## src/rtl/demux_4_stream.sv

```systemverilog
// Registered 1-to-4 stream demultiplexer with a small FIFO per destination.
// Optional per-destination accept counters are enabled with DEMUX_4_STATS_EN.
module demux_4_stream #(
  parameter int WIDTH      = 32,
  parameter int DEPTH_LOG2 = 1
) (
  input  logic             clk,
  input  logic             reset_n,
  input  logic [WIDTH-1:0] in_data,
  input  logic [1:0]       in_select,
  input  logic             in_valid,
  output logic             in_ready,
  output logic [WIDTH-1:0] out0_data,
  output logic [WIDTH-1:0] out1_data,
  output logic [WIDTH-1:0] out2_data,
  output logic [WIDTH-1:0] out3_data,
  output logic             out0_valid,
  output logic             out1_valid,
  output logic             out2_valid,
  output logic             out3_valid,
  input  logic             out0_ready,
  input  logic             out1_ready,
  input  logic             out2_ready,
  input  logic             out3_ready,
  output logic             busy
`ifdef DEMUX_4_STATS_EN
  ,
  input  logic             cnt_clear,
  output logic [15:0]      cnt0,
  output logic [15:0]      cnt1,
  output logic [15:0]      cnt2,
  output logic [15:0]      cnt3
`endif
);

  localparam int DEPTH = 1 << DEPTH_LOG2;
  localparam logic [DEPTH_LOG2:0] FULL_CNT = (DEPTH_LOG2 + 1)'(DEPTH);

  logic [3:0]       valid;
  logic [3:0]       ready;
  logic [3:0]       full;
  logic [3:0]       push;
  logic [3:0]       pop;
  logic [WIDTH-1:0] head [4];

  assign ready = {out3_ready, out2_ready, out1_ready, out0_ready};

  // A full FIFO still accepts when its head is leaving in the same cycle.
  assign in_ready = !full[in_select] || pop[in_select];

  for (genvar g = 0; g < 4; g++) begin : gen_fifo
    logic [WIDTH-1:0]      mem [DEPTH];
    logic [DEPTH_LOG2-1:0] wr_ptr;
    logic [DEPTH_LOG2-1:0] rd_ptr;
    logic [DEPTH_LOG2:0]   count;

    assign valid[g] = (count != '0);
    assign full[g]  = (count == FULL_CNT);
    assign pop[g]   = valid[g] && ready[g];
    assign push[g]  = in_valid && in_ready && (in_select == 2'(g));
    assign head[g]  = mem[rd_ptr];

    always_ff @(posedge clk or negedge reset_n) begin
      if (!reset_n) begin
        wr_ptr <= '0;
        rd_ptr <= '0;
        count  <= '0;
        for (int i = 0; i < DEPTH; i++) mem[i] <= '0;
      end else begin
        if (push[g]) begin
          mem[wr_ptr] <= in_data;
          wr_ptr      <= wr_ptr + 1'b1;
        end
        if (pop[g]) rd_ptr <= rd_ptr + 1'b1;
        case ({push[g], pop[g]})
          2'b10:   count <= count + 1'b1;
          2'b01:   count <= count - 1'b1;
          default: count <= count;
        endcase
      end
    end
  end

  assign out0_data  = head[0];
  assign out1_data  = head[1];
  assign out2_data  = head[2];
  assign out3_data  = head[3];
  assign out0_valid = valid[0];
  assign out1_valid = valid[1];
  assign out2_valid = valid[2];
  assign out3_valid = valid[3];
  assign busy       = |valid;

`ifdef DEMUX_4_STATS_EN
  logic [15:0] cnt [4];

  always_ff @(posedge clk or negedge reset_n) begin
    if (!reset_n) begin
      for (int n = 0; n < 4; n++) cnt[n] <= '0;
    end else if (cnt_clear) begin
      for (int n = 0; n < 4; n++) cnt[n] <= '0;
    end else begin
      for (int n = 0; n < 4; n++)
        if (push[n] && cnt[n] != 16'hFFFF) cnt[n] <= cnt[n] + 16'd1;
    end
  end

  assign cnt0 = cnt[0];
  assign cnt1 = cnt[1];
  assign cnt2 = cnt[2];
  assign cnt3 = cnt[3];
`endif

endmodule

```

## config.mk

```make
export PLATFORM = sky130hd
export DESIGN_NAME = demux_4_stream
export DESIGN_NICKNAME = d
export VERILOG_FILES = /design/src/rtl/demux_4_stream.sv
export SDC_FILE = /design/constraint.sdc
export NUM_CORES = 1
export LEC_CHECK = 0
export ABC_AREA = 1
export ABC_CLOCK_PERIOD_IN_PS = 4000
export CORE_ASPECT_RATIO = 1.2
export CORE_MARGIN = 5
export CORE_UTILIZATION = 46
export DETAILED_ROUTE_END_ITERATION = 10
export GPL_ROUTABILITY_DRIVEN = 0
export PLACE_DENSITY_LB_ADDON = 0.15
export SYNTH_ARGS = -nofsm -noshare
export SYNTH_HDL_FRONTEND = slang
export SYNTH_SLANG_ARGS = --single-unit
```

## constraint.sdc

```tcl
create_clock -name clk -period 4 [get_ports clk]
set_input_delay 1 -clock clk [delete_from_list [all_inputs] [get_ports clk]]
set_output_delay 1 -clock clk [all_outputs]
set_load 0.02 [all_outputs]
```

==> run_summary.xml <==
<?xml version="1.0" encoding="UTF-8"?>
<metrics>
  <group name="setup_path">
    <metric name="arr_time_crit_path" unit="ps">2910</metric>
    <metric name="worst-path-max-fanout" unit="">4</metric>
    <metric name="timing.critical_path.from_type" unit="">input port</metric>
    <metric name="critical_path.endpoint_type" unit="">primary output</metric>
    <metric name="critical_path_class" unit="">in2out</metric>
    <metric name="data_required_time_of_the_worst_path" unit="ps">3000</metric>
  </group>
  <group name="floorplanning">
    <metric name="die_y" unit="um">194</metric>
    <metric name="top_level_ports" unit="">175</metric>
    <metric name="dieWidth" unit="um">164</metric>
    <metric name="initial_core_util" unit="%">46.6</metric>
    <metric name="area_of_the_core" unit="um^2">28000</metric>
    <metric name="die_area" unit="um^2">31800</metric>
    <metric name="fp-row-count" unit="">67</metric>
  </group>
  <group name="timing">
    <metric name="final_hold_viol_count" unit="">0</metric>
    <metric name="min_period" unit="ps">3910</metric>
    <metric name="rsz0062_at_grt" unit="">false</metric>
    <metric name="maxClockFrequency" unit="GHz">0.256</metric>
    <metric name="max_slew_margin_vs_limit" unit="%">11.4</metric>
    <metric name="timing_max_transition_violations_final" unit="">0</metric>
    <metric name="final_min_period_over_clock_period" unit="%">97.8</metric>
    <metric name="setup_tns_final" unit="ps">0</metric>
    <metric name="worst-slew-pin-transition" unit="ps">1330</metric>
    <metric name="clock-skew-final" unit="ps">14.3</metric>
    <metric name="setup_viol_count_final" unit="">0</metric>
  </group>
  <group name="routing">
    <metric name="drc" unit="">0</metric>
    <metric name="via_count" unit="">11938</metric>
    <metric name="dr.first_iter.drc_count" unit="">1146</metric>
    <metric name="drt_pass1_iterations" unit="">5</metric>
    <metric name="avgViaCountPerCell" unit="">5.51</metric>
    <metric name="ant_nets" unit="">0</metric>
    <metric name="routed_wl" unit="um">40600</metric>
    <metric name="avgRoutedWirePerCell" unit="um">18.8</metric>
  </group>
  <group name="yosys">
    <metric name="synth.top_cells.by_area" unit="">dfrtp_1, nand2_1, nand4_1</metric>
    <metric name="synth.distinct_cells" unit="">21</metric>
    <metric name="synth_seq_area_share" unit="%">52.2</metric>
    <metric name="yosys_synthesis_warning_count" unit="">0</metric>
    <metric name="synth_enable_flop_cells" unit="">0</metric>
    <metric name="netlist.area_leader.share" unit="%">52.2</metric>
    <metric name="synth_seq_cells" unit="">272</metric>
    <metric name="synthMostInstantiatedCell" unit="">nand2_1</metric>
    <metric name="proportion_of_synthesized_flip_flops_having_asynchronous_set_or_reset" unit="%">100</metric>
    <metric name="syn_nets" unit="">1739</metric>
    <metric name="synth-main-ff-cell" unit="">dfrtp_1</metric>
    <metric name="synth_top_area_cell" unit="">dfrtp_1</metric>
    <metric name="synthTopCellsByCount" unit="">nand2_1, dfrtp_1, nand4_1, clkbuf_1, buf_2</metric>
    <metric name="mappedNetlistArea" unit="um^2">13000</metric>
    <metric name="postSynthAreaPerCell" unit="um^2">7.70</metric>
    <metric name="syn_inst" unit="">1694</metric>
  </group>
  <group name="global_route">
    <metric name="antenna_found_initial" unit="">0</metric>
    <metric name="global_route.overflow_total" unit="">0</metric>
    <metric name="grt_pass1_wl" unit="um">65800</metric>
    <metric name="grt_max_degree" unit="">139</metric>
    <metric name="groute.usage.overall" unit="%">25.5</metric>
    <metric name="first_global_vias" unit="">11720</metric>
  </group>
  <group name="clocking">
    <metric name="cts_resized" unit="">0</metric>
    <metric name="clock_tree.root_cell" unit="">clkbuf_16</metric>
    <metric name="clkSlewWorstSetupHoldPaths" unit="ps">60</metric>
    <metric name="cts_tree" unit="">done</metric>
    <metric name="cts_post_setup_buffers_inserted" unit="">0</metric>
    <metric name="total_cts_buffers" unit="">29</metric>
    <metric name="hold_buffers" unit="">0</metric>
    <metric name="cts_sinks" unit="">272</metric>
    <metric name="ctsLongestPathBuffers" unit="">3</metric>
    <metric name="worst_skew_late_latency" unit="ps">540</metric>
    <metric name="h_tree_lvl_count" unit="">1</metric>
  </group>
  <group name="power">
    <metric name="finalPower" unit="mW">14.8</metric>
    <metric name="pwr_density" unit="nW/um^2">941</metric>
    <metric name="vdd_ir_drop_max" unit="mV">0.611</metric>
    <metric name="total_leakage_power" unit="nW">8.19</metric>
  </group>
  <group name="final_layout">
    <metric name="post-route-util" unit="%">56.3</metric>
    <metric name="final_nets" unit="">1814</metric>
    <metric name="antenna_diode_instance_count" unit="">0</metric>
    <metric name="area_delta_synth_final" unit="%">20.8</metric>
    <metric name="post_layout_nonfiller_instances" unit="">2165</metric>
    <metric name="drive_above_1_share" unit="%">4.70</metric>
  </group>
  <group name="min_path">
    <metric name="timing.hold.worst.class" unit="">in2async</metric>
  </group>
  <group name="place">
    <metric name="dpl.cell_count" unit="">2117</metric>
    <metric name="hpwlAfterDp" unit="um">25100</metric>
    <metric name="port_buffers" unit="">174</metric>
  </group>
  <group name="flow_run">
    <metric name="maxCapViolCount" unit="">0</metric>
  </group>
  <group name="outcome">
    <metric name="result_of_the_run" unit="">finished clean</metric>
  </group>
</metrics>
state kept, by name, summed over array words and instances (netlist names):
| name | cells |
|---|---|
| gen_fifo.count | 8 |
| gen_fifo.mem | 256 |
| gen_fifo.wr_ptr | 4 |
| gen_fifo.rd_ptr | 4 |
worst paths after layout:
path	from	to	slack (ps)	cells after the start
max	in_select[0]	in_ready	90	9
min	reset_n	gen_fifo[2].mem[23]$_DFFE_PN0P_	480	1
max reg2reg	gen_fifo[3].count[0]$_DFFE_PN0P_	gen_fifo[0].count[1]$_DFFE_PN0P_	1620	11
min reg2reg	gen_fifo[1].mem[7]$_DFFE_PN0P_	gen_fifo[1].mem[7]$_DFFE_PN0P_	480	2
max in group asynchronous	reset_n	gen_fifo[1].mem[53]$_DFFE_PN0P_	2620	2
min in group clk	gen_fifo[1].mem[7]$_DFFE_PN0P_	gen_fifo[1].mem[7]$_DFFE_PN0P_	480	2
final cells by class:
class / instances / area [um^2]
clock inverter: 6 / 58.8
fill: 2658 / 12200
clock buffer: 42 / 805
sequential: 272 / 6810
tap: 379 / 474
timing repair buffer: 213 / 2100
multi-input combinational: 1228 / 5420
inverter: 25 / 93.8
per-stage QoR:
step / cell area (um^2) / hold slack (ps) / worst slack (ps)
after floorplan: 13000 / 449 / 1300
after global placement: 14900 / 462 / 173
after detailed placement: 14900 / 466 / 114
after CTS: 15800 / 481 / 107
after global routing: 15800 / 487 / 29.4
final: 15800 / 478 / 88.3
placed cells by master, fill, tap and decap left out, drive strengths merged:
cell type and instances:
ha 4, nand3 5, or4 1, inv 22
nand2 925, clkbuf 42, o21ai 4, buf 40
clkinv 8, a21oi 5, xor2 7, bufinv 1
xnor2 5, clkdlybuf4s50 173, dfrtp 272, nor2 8
nand4 264
cells by family (layout without fill, tap and decap cells):
| logic type | count (synthesis) | after routing | synth area share (%) |
|---|---|---|---|
| adder cells (fa/ha/maj) | 4 | 4 | 0.384 |
| AO/OA/AOI/OAI | 9 | 9 | 0.432 |
| buffers and inverters | 194 | 286 | 6.40 |
| AND/OR/NAND/NOR | 1203 | 1203 | 39.8 |
| XOR/XNOR | 12 | 12 | 0.806 |
| flip-flops | 272 | 272 | 52.2 |
critical path: stages:
cell and delay [ps]:
clkdlybuf4s50_1 610, inv_2 100, nand2_1 100, clkinv_1 100
nand2_1 70, nand2_1 40, nor2_1 220, nand2_2 100
clkdlybuf4s50_1 550
metal layers:
metal	GRT usage, %	wire [um]
met1	35.4	16900
met5	0	0
met4	8.98	1580
met3	2.75	2390
met2	41.6	19700
report_power, final:
group	switching (mW)	internal (mW)	total, mW	leakage [nW]
logic	4.52	2.88	7.39	4.37
clock network	1.08	1.44	2.52	0.425
registers	0.773	4.14	4.92	3.39
Note: power is estimated with default switching activity, not from simulation.
